## config.mk

```make
export PLATFORM = sky130hd
export DESIGN_NAME = matrix_loader_flat
export DESIGN_NICKNAME = d
export VERILOG_FILES = /design/src/rtl/matrix_loader_pkg.sv /design/src/rtl/matrix_loader_if.sv /design/src/rtl/matrix_index_counter.sv /design/src/rtl/matrix_loader.sv /design/src/flat_wrapper.sv
export SDC_FILE = /design/constraint.sdc
export NUM_CORES = 1
export LEC_CHECK = 0
export BUFFER_PORTS_ARGS = -buffer_cell sky130_fd_sc_hd__buf_4
export CORE_ASPECT_RATIO = 2
export CORE_MARGIN = 8
export CORE_UTILIZATION = 50
export DETAILED_ROUTE_END_ITERATION = 16
export PLACE_DENSITY = 0.73
export SLEW_MARGIN = 20
export SYNTH_ARGS = -nofsm -noshare
export SYNTH_HDL_FRONTEND = slang
export SYNTH_SLANG_ARGS = --single-unit
```

## constraint.sdc

```tcl
create_clock -name clk -period 2.75 [get_ports clk]
set_input_delay 0.4125 -clock clk [delete_from_list [all_inputs] [get_ports clk]]
set_output_delay 0.4125 -clock clk [all_outputs]
set_load 0.01 [all_outputs]
```

## src/rtl/matrix_loader_pkg.sv

```systemverilog
// rtl/matrix_loader_pkg.sv - shared widths, header layout, targets and FSM encoding
package matrix_loader_pkg;

    localparam int DATA_W       = 32;
    localparam int DIM_W        = 10;

    localparam int HDR_FLD_W    = 10;
    localparam int HDR_ROWS_LSB = 0;
    localparam int HDR_COLS_LSB = 10;
    localparam int HDR_TGT_BIT  = 20;

    localparam logic TGT_INPUT  = 1'b0;
    localparam logic TGT_FILTER = 1'b1;

    typedef enum logic [1:0] {
        ST_IDLE = 2'd0,
        ST_LOAD = 2'd1,
        ST_FIN  = 2'd2
    } state_e;

endpackage

```

## src/rtl/matrix_loader_if.sv

```systemverilog
// rtl/matrix_loader_if.sv - header/element stream in, element write port out
interface matrix_loader_if #(
    parameter int DATA_W = matrix_loader_pkg::DATA_W,
    parameter int DIM_W  = matrix_loader_pkg::DIM_W
);
    logic              s_valid;
    logic              s_ready;
    logic [DATA_W-1:0] s_data;

    logic              mem_we;
    logic              mem_sel;
    logic [DIM_W-1:0]  mem_row;
    logic [DIM_W-1:0]  mem_col;
    logic [DATA_W-1:0] mem_wdata;

    modport master (
        output s_valid, s_data,
        input  s_ready, mem_we, mem_sel, mem_row, mem_col, mem_wdata
    );

    modport slave (
        input  s_valid, s_data,
        output s_ready, mem_we, mem_sel, mem_row, mem_col, mem_wdata
    );
endinterface

```

## src/rtl/matrix_index_counter.sv

```systemverilog
// rtl/matrix_index_counter.sv - row-major row/col counter with load, enable and last flag
module matrix_index_counter #(
    parameter int DIM_W = 10
) (
    input  logic             clk,
    input  logic             rst,
    input  logic             load,
    input  logic             en,
    input  logic [DIM_W-1:0] rows,
    input  logic [DIM_W-1:0] cols,
    output logic [DIM_W-1:0] row,
    output logic [DIM_W-1:0] col,
    output logic             last
);
    logic [DIM_W-1:0] row_q;
    logic [DIM_W-1:0] col_q;
    logic             row_last;
    logic             col_last;

    assign row_last = (row_q == rows - DIM_W'(1));
    assign col_last = (col_q == cols - DIM_W'(1));
    assign last     = row_last & col_last;
    assign row      = row_q;
    assign col      = col_q;

    // Returning to (0,0) after the final element keeps the indices inside the matrix.
    always_ff @(posedge clk or negedge rst) begin
        if (!rst) begin
            row_q <= '0;
            col_q <= '0;
        end else if (load) begin
            row_q <= '0;
            col_q <= '0;
        end else if (en) begin
            if (col_last) begin
                col_q <= '0;
                row_q <= row_last ? '0 : row_q + DIM_W'(1);
            end else begin
                col_q <= col_q + DIM_W'(1);
            end
        end
    end
endmodule

```

## src/rtl/matrix_loader.sv

```systemverilog
// rtl/matrix_loader.sv - parses a matrix header and streams its elements into input/filter memory
module matrix_loader #(
    parameter int DATA_W = matrix_loader_pkg::DATA_W,
    parameter int DIM_W  = matrix_loader_pkg::DIM_W
) (
    input  logic           clk,
    input  logic           rst,
    input  logic           clr,
    matrix_loader_if.slave bus,
    output logic           busy,
    output logic           done,
    output logic           err,
    output logic           input_loaded,
    output logic           filter_loaded
);
    import matrix_loader_pkg::*;

    state_e            state_q, state_d;
    logic [DIM_W-1:0]  rows_q, rows_d, cols_q, cols_d;
    logic              tgt_q, tgt_d;
    logic              mem_we_q, mem_we_d, mem_sel_q, mem_sel_d;
    logic [DIM_W-1:0]  mem_row_q, mem_row_d, mem_col_q, mem_col_d;
    logic [DATA_W-1:0] mem_wdata_q, mem_wdata_d;
    logic              done_q, done_d, err_q, err_d;
    logic              in_q, in_d, fl_q, fl_d;

    logic              xfer, hdr_ok, hdr_tgt;
    logic [DIM_W-1:0]  hdr_rows, hdr_cols;
    logic              cnt_load, cnt_en, cnt_last;
    logic [DIM_W-1:0]  cnt_row, cnt_col;
    logic              unused_hdr;

    assign bus.s_ready = rst & (state_q != ST_FIN);
    assign xfer        = bus.s_valid & bus.s_ready;
    assign hdr_rows    = DIM_W'(bus.s_data[HDR_ROWS_LSB +: HDR_FLD_W]);
    assign hdr_cols    = DIM_W'(bus.s_data[HDR_COLS_LSB +: HDR_FLD_W]);
    assign hdr_tgt     = bus.s_data[HDR_TGT_BIT];
    assign hdr_ok      = (|hdr_rows) & (|hdr_cols);
    assign unused_hdr  = ^bus.s_data[DATA_W-1:HDR_TGT_BIT+1];

    matrix_index_counter #(.DIM_W(DIM_W)) u_idx (
        .clk  (clk),
        .rst  (rst),
        .load (cnt_load),
        .en   (cnt_en),
        .rows (rows_q),
        .cols (cols_q),
        .row  (cnt_row),
        .col  (cnt_col),
        .last (cnt_last)
    );

    // clr is applied first so a FIN set below overrides it for the selected flag.
    always_comb begin
        state_d     = state_q;
        rows_d      = rows_q;
        cols_d      = cols_q;
        tgt_d       = tgt_q;
        cnt_load    = 1'b0;
        cnt_en      = 1'b0;
        mem_we_d    = 1'b0;
        mem_sel_d   = mem_sel_q;
        mem_row_d   = mem_row_q;
        mem_col_d   = mem_col_q;
        mem_wdata_d = mem_wdata_q;
        done_d      = 1'b0;
        err_d       = 1'b0;
        in_d        = clr ? 1'b0 : in_q;
        fl_d        = clr ? 1'b0 : fl_q;
        case (state_q)
            ST_IDLE: begin
                if (xfer) begin
                    if (hdr_ok) begin
                        rows_d   = hdr_rows;
                        cols_d   = hdr_cols;
                        tgt_d    = hdr_tgt;
                        cnt_load = 1'b1;
                        state_d  = ST_LOAD;
                        if (hdr_tgt == TGT_INPUT) in_d = 1'b0;
                        else                      fl_d = 1'b0;
                    end else begin
                        err_d = 1'b1;
                    end
                end
            end
            ST_LOAD: begin
                if (xfer) begin
                    cnt_en      = 1'b1;
                    mem_we_d    = 1'b1;
                    mem_sel_d   = tgt_q;
                    mem_row_d   = cnt_row;
                    mem_col_d   = cnt_col;
                    mem_wdata_d = bus.s_data;
                    if (cnt_last) state_d = ST_FIN;
                end
            end
            ST_FIN: begin
                done_d  = 1'b1;
                state_d = ST_IDLE;
                if (tgt_q == TGT_INPUT) in_d = 1'b1;
                else                    fl_d = 1'b1;
            end
            default: state_d = ST_IDLE;
        endcase
    end

    always_ff @(posedge clk or negedge rst) begin
        if (!rst) begin
            state_q     <= ST_IDLE;
            rows_q      <= '0;
            cols_q      <= '0;
            tgt_q       <= 1'b0;
            mem_we_q    <= 1'b0;
            mem_sel_q   <= 1'b0;
            mem_row_q   <= '0;
            mem_col_q   <= '0;
            mem_wdata_q <= '0;
            done_q      <= 1'b0;
            err_q       <= 1'b0;
            in_q        <= 1'b0;
            fl_q        <= 1'b0;
        end else begin
            state_q     <= state_d;
            rows_q      <= rows_d;
            cols_q      <= cols_d;
            tgt_q       <= tgt_d;
            mem_we_q    <= mem_we_d;
            mem_sel_q   <= mem_sel_d;
            mem_row_q   <= mem_row_d;
            mem_col_q   <= mem_col_d;
            mem_wdata_q <= mem_wdata_d;
            done_q      <= done_d;
            err_q       <= err_d;
            in_q        <= in_d;
            fl_q        <= fl_d;
        end
    end

    assign bus.mem_we    = mem_we_q;
    assign bus.mem_sel   = mem_sel_q;
    assign bus.mem_row   = mem_row_q;
    assign bus.mem_col   = mem_col_q;
    assign bus.mem_wdata = mem_wdata_q;
    assign busy          = (state_q == ST_LOAD);
    assign done          = done_q;
    assign err           = err_q;
    assign input_loaded  = in_q;
    assign filter_loaded = fl_q;
endmodule

```

## src/flat_wrapper.sv

```systemverilog
// flat-port wrapper written by rule: the top's interface ports become plain ports
module matrix_loader_flat import matrix_loader_pkg::*;
#(
    parameter int DATA_W = matrix_loader_pkg::DATA_W,
    parameter int DIM_W  = matrix_loader_pkg::DIM_W
)
  (clk, rst, clr, busy, done, err, input_loaded, filter_loaded, bus_s_valid, bus_s_data, bus_s_ready, bus_mem_we, bus_mem_sel, bus_mem_row, bus_mem_col, bus_mem_wdata);
  matrix_loader_if #(.DATA_W(DATA_W), .DIM_W(DIM_W)) bus_i ();
  input  logic clk;
  input  logic rst;
  input  logic clr;
  output logic busy;
  output logic done;
  output logic err;
  output logic input_loaded;
  output logic filter_loaded;
  input wire logic [$bits(bus_i.s_valid)-1:0] bus_s_valid;
  input wire logic [$bits(bus_i.s_data)-1:0] bus_s_data;
  output wire logic [$bits(bus_i.s_ready)-1:0] bus_s_ready;
  output wire logic [$bits(bus_i.mem_we)-1:0] bus_mem_we;
  output wire logic [$bits(bus_i.mem_sel)-1:0] bus_mem_sel;
  output wire logic [$bits(bus_i.mem_row)-1:0] bus_mem_row;
  output wire logic [$bits(bus_i.mem_col)-1:0] bus_mem_col;
  output wire logic [$bits(bus_i.mem_wdata)-1:0] bus_mem_wdata;
  assign bus_i.s_valid = bus_s_valid;
  assign bus_i.s_data = bus_s_data;
  assign bus_s_ready = bus_i.s_ready;
  assign bus_mem_we = bus_i.mem_we;
  assign bus_mem_sel = bus_i.mem_sel;
  assign bus_mem_row = bus_i.mem_row;
  assign bus_mem_col = bus_i.mem_col;
  assign bus_mem_wdata = bus_i.mem_wdata;
  matrix_loader #(.DATA_W(DATA_W), .DIM_W(DIM_W)) u_core (.clk(clk), .rst(rst), .clr(clr), .bus(bus_i), .busy(busy), .done(done), .err(err), .input_loaded(input_loaded), .filter_loaded(filter_loaded));
endmodule
```

# == Word level (Yosys, flattened, before mapping) ==
# Cells that the tools add are included.
# totals
register_bits,101
in_bits,36
out_inout_bits,60
elab_cells,74
# classes
n_addsub,4
eq_ne,9
mux,33
bitwise,4
reduce_logical,9
# op_table
op,n
2-to-1 mux 10 bit,7
adder 10 x 1 -> 10 bit (second input constant),2
equality test 10 bit,2
OR reduction 10 bit,2
subtractor 10 x 1 -> 10 bit (second input constant),2
2-to-1 mux 1 bit,19
2-to-1 mux 2 bit,4
inequality test 2 x 1 -> 1 bit (second input constant),4
bitwise AND 1 bit,4
one-hot mux 1 bit (2 select lines),2
one-hot mux 2 bit (2 select lines),1
AND reduction 2 bit,2
AND reduction 4 bit,1
nonzero test 2 bit,2
AND reduction 3 bit,1
equality test 2 x 1 -> 1 bit (second input constant),1
equality test 2 bit (second input constant),1
zero test 2 bit,1
inequality test 2 bit (second input constant),1

# == Logic depth before layout (Yosys ltp) ==
# depth
word_depth,7
mapped_depth,10
ltp_nobuf,9

# == Cells and area by module ==
# From an unflattened synthesis, not the netlist that was laid out.
# unflattened
hier_cells,521
area_unflattened_um2,4927.2
# modules_own_cells
mod,instances,cells_each,area_each_um2,seq_area_each_um2
matrix_loader,1,303,3131.8,2026.9
matrix_index_counter,1,218,1795.5,500.5

# == Worst setup path before layout ==
# Ideal clock, no wire load.
# synth_path
kind,register to register
from,reg u_core.rows_q[0]
to,reg u_core.u_idx.row_q[3] (netlist: u_core.u_idx.row[3])
setup_ps,148
arrival_ps,2066
required_ps,2602
setup_slack_ps,536
path_stages_with_launch,11
path_buffers,1
synth_period_minus_slack_ps,2214
path_cell_list,dfrtp_1 inv_1 ha_1 or3b_1 nor3_2 xor2_1 o2111ai_1 o2111ai_2 buf_6 a32oi_1 o41ai_1
# synth_via
elab_chain_cells,6
# synth_rtl
element,line,text
"start, declared",matrix_loader.sv:19,"logic [DIM_W-1:0] rows_q, rows_d, cols_q, cols_d;"
"start signal, assigned",matrix_loader.sv:124,rows_q <= rows_d;
subtractor 10 x 1 -> 10 bit,matrix_index_counter.sv:20,assign row_last = (row_q == rows - DIM_W'(1));
equality test 10 bit,matrix_index_counter.sv:20,
2-to-1 mux 10 bit,matrix_index_counter.sv:37,row_q <= row_last ? '0 : row_q + DIM_W'(1);
2-to-1 mux 10 bit,matrix_index_counter.sv:35,if (col_last) begin
2-to-1 mux 10 bit,matrix_index_counter.sv:34,end else if (en) begin
2-to-1 mux 10 bit,matrix_index_counter.sv:31,end else if (load) begin
"end signal, assigned",matrix_index_counter.sv:37,
"end, declared",matrix_index_counter.sv:15,logic [DIM_W-1:0] row_q;
# No other way between the ends. The select of a mux whose other input is x is not followed.
# A chain may end at the register's enable or synchronous reset.

# == Final worst setup path ==
# layout_path
from,reg u_core.rows_q[0]
to,reg u_core.u_idx.row_q[7] (netlist: u_core.u_idx.row[7])
# Same word-level chain as after synthesis.

==> summary.md <==
| Metric | Value |
|---|---|
| CTS Buffer Depth | 2 |
| Area delta synth->final | 23.6% |
| Post-layout util | 62.8% |
| Initial antenna violation count | 0 |
| Fmax | 0.379 GHz |
| Post-synthesis cell count | 550 |
| Final cycle utilization of the critical path | 96.0% |
| CTS H-Tree Depth | 3 |
| Outcome | finished, final reports clean |
| Post-synth EDFFs | 0 |
| Max-cap violations | 0 |
| Tightest Pin Transition | 735 ps |
| Design Area, Final | 6090 um^2 |
| Logic pwr share | 25.0% |
| Layout cells sized above 1 | 23.6% |
| Post-DP HPWL | 9500 um |
| Fin. max-slew vios | 0 |
| Critical Path AT | 2860 ps |
| Largest net degree at the start of global routing | 58 |
| Core Box Area | 9700 um^2 |
| Post-Route WL | 13,300 um |
| WS Path Type | reg -> reg |
| Worst EP required | 2970 ps |
| Clock sink count | 101 |
| Cell taking the most area after synthesis | dfrtp_1 |
| Setup Fix Bufs, Post-CTS | 0 |
| Drt first pass iters | 4 |
| Setup TNS | 0 ps |
| Initial cell density of the core | 50.8% |
| Vias per cell | 5.41 |
| Std cell rows | 51 |
| Ys flop type | dfrtp_1 |
| Sequential area share after synthesis | 51.3% |
| Die footprint | 13,500 um^2 |
| Sequential Power Share | 46.0% |
| CTS root buf | clkbuf_16 |
| Routed Antenna Nets | 0 |
| Synth warn | 0 |
| Clk_skew | 7.29 ps |
| Ports | 96 |
| Die height | 156 um |
| Post-synth cell types | 61 |
| First-pass GRT wire length | 21,100 um |
| CTS tree | built |
| Vias in the first global route | 4,348 |
| Pleak | 3.13 nW |
| Placed standard-cell area | 5730 um^2 |
| Most common cell after layout, fill and taps aside | nand2_1 |
| Async set or reset register ratio after synthesis | 100% |
| Port buffer count | 95 |
| Crit path max fanout | 10 |
| Slew margin rel. | 51.0% |
| Clk pwr share | 29.0% |
| Clock Latency Late Sink | 340 ps |
| GPL Wtd Cong | 0.882 |
| Ant. Diodes | 0 |
| DRC Markers | 0 |
| Dpl cells | 759 |
| P_int | 2.95 mW |
| Post-synth top area share | 51.3% |
| Clk slew on worst S/H paths | 70 ps |
| Largest cells by area after synthesis | dfrtp_1 (51%), nand2_1 (17%), xor2_1 (2.7%) |
| Max VDD drop | 0.462 mV |
| Initial drt markers | 271 |
| GRT overflow | 0 |
| Mapped Nets | 590 |
| Mean Syn Cell Area | 8.97 um^2 |
| # fillers | 875 |
| Unrepaired setup endpoints after global routing | no |
| Total Routing Usage GR | 19.9% |
| Mapped Area | 4930 um^2 |
| Total net switching power | 1.39 mW |
| Flops & latches, synth | 101 |
| Wire per inst | 17.1 um |
| Nets | 679 |
| Leading cell types in the layout, fill and taps excluded | nand2_1 (222), buf_4 (107), dfrtp_1 (101), nand3_1 (20), xor2_1 (15) |
| Hold Crit Class | in -> reg |
| Final Setup Violations | 0 |
| TritonCTS buffer count | 9 |
| Vias | 4,194 |
| CP Capture Type | flip-flop |
| Final min period | 2640 ps |
| Switching share of power | 32.1% |
| Die W | 86.2 um |
| PD cells | 712 nW/um^2 |
| Critical path launch point type | flip-flop |
| Fin cells | 775 |
| Count of final hold-check violations | 0 |
| Fin Hold WS | 259 ps |
## cells in the mapped netlist (all sizes together) (4+ instances only)
master / count
a31oi: 7
nor3b: 5
a21oi: 12
xor2: 15
nand3b: 5
a32oi: 7
and3: 15
xnor2: 9
buf: 13
o41ai: 7
nand4: 5
clkbuf: 16
ha: 4
nand3: 21
nand2: 224
o21ai: 11
dfrtp: 101
nor3: 8
nand2b: 10
nor2: 9
or4: 5
inv: 10
nor4: 6
## cell type report
class,instances,area (um^2),area share (%)
Clock buffer,11,243,3.98
Inverter,10,37.5,0.616
Tap cell,132,165,2.71
Multi-Input combinational cell,410,2270,37.2
Clock inverter,4,48.8,0.801
Timing Repair Buffer,107,803,13.2
Sequential cell,101,2530,41.5
## power by group through the flow
stage	sequential (mW)	combinational [mW]	clock (mW)
4_1_cts	1.98	1.05	1.28
6_report	2.00	1.08	1.26
3_5_place_dp	2.01	1.04	0
3_3_place_gp	1.99	1.00	0
2_1_floorplan	1.98	0.631	0
5_1_grt	2.03	1.20	1.33
## flip-flops by register name, indices dropped and copies added, names as in the netlist
| name | flops |
|---|---|
| u_core.u_idx.row | 10 |
| u_core.bus.mem_row | 10 |
| u_core.state_q | 2 |
| u_core.input_loaded | 1 |
| u_core.bus.mem_sel | 1 |
| u_core.err | 1 |
| u_core.cols_q | 10 |
| u_core.filter_loaded | 1 |
| u_core.bus.mem_col | 10 |
| u_core.bus.mem_we | 1 |
| u_core.u_idx.col | 10 |
| u_core.tgt_q | 1 |
| u_core.bus.mem_wdata | 32 |
| u_core.done | 1 |
| u_core.rows_q | 10 |
## through the flow
stage          setup slack, ps  total power [mW]
2_1_floorplan              536              2.62
3_5_place_dp               112              3.05
4_1_cts                   85.8              4.31
3_3_place_gp               330              3.00
6_report                   111              4.34
5_1_grt                   30.5              4.57
## final timing paths
check / startpoint / endpoint / slack (ps) / depth (start not counted)
max: u_core.rows_q[0]$_DFFE_PN0P_ / u_core.u_idx.row[7]$_DFFE_PN0P_ / 110 / 9
min: bus_s_data[26] / u_core.bus.mem_wdata[26]$_DFFE_PN0P_ / 260 / 3
max reg2reg: u_core.rows_q[0]$_DFFE_PN0P_ / u_core.u_idx.row[7]$_DFFE_PN0P_ / 110 / 9
min reg2reg: u_core.bus.mem_row[4]$_DFFE_PN0P_ / u_core.bus.mem_row[4]$_DFFE_PN0P_ / 470 / 2
max in group asynchronous: rst / u_core.bus.mem_wdata[16]$_DFFE_PN0P_ / 1410 / 3
min in group asynchronous: rst / u_core.u_idx.col[8]$_DFFE_PN0P_ / 280 / 2
## critical path, cell delays in order (launching register included)
cell and delay, ps:
dfrtp_1 420, inv_1 100, ha_1 190, or3b_1 420, nor3_4 210, xor2_1 210, o2111ai_2 190, o2111ai_2 230
nand2_4 160, o41ai_1 370
## routing by layer
metal	vias to the layer above	wire, um	part of all wire, %	global-route usage (%)
li1	2009	-	-	-
met1	2050	4960	37	20.9
met2	102	7290	55	35.6
met3	33	518	3.9	4.10
met4	0	492	3.7	11.3
met5	-	0	0	0
## logic make-up after synthesis
family,Yosys count,synth area share (%)
compound gates,54,8.20
fa+ha+maj,4,1.02
simple gates,327,30.7
buf+inv,40,4.39
xor+xnor,24,4.42
flops,101,51.3
## repair_timing
item | in CTS | in global routing
setup endpoints to repair | 0 | 10
endpoints found under the hold margin | 0 | 0
hold buffers | 0 | 0
resized for setup | 0 | 8
No activity file was read; power rests on OpenSTA's default activity.
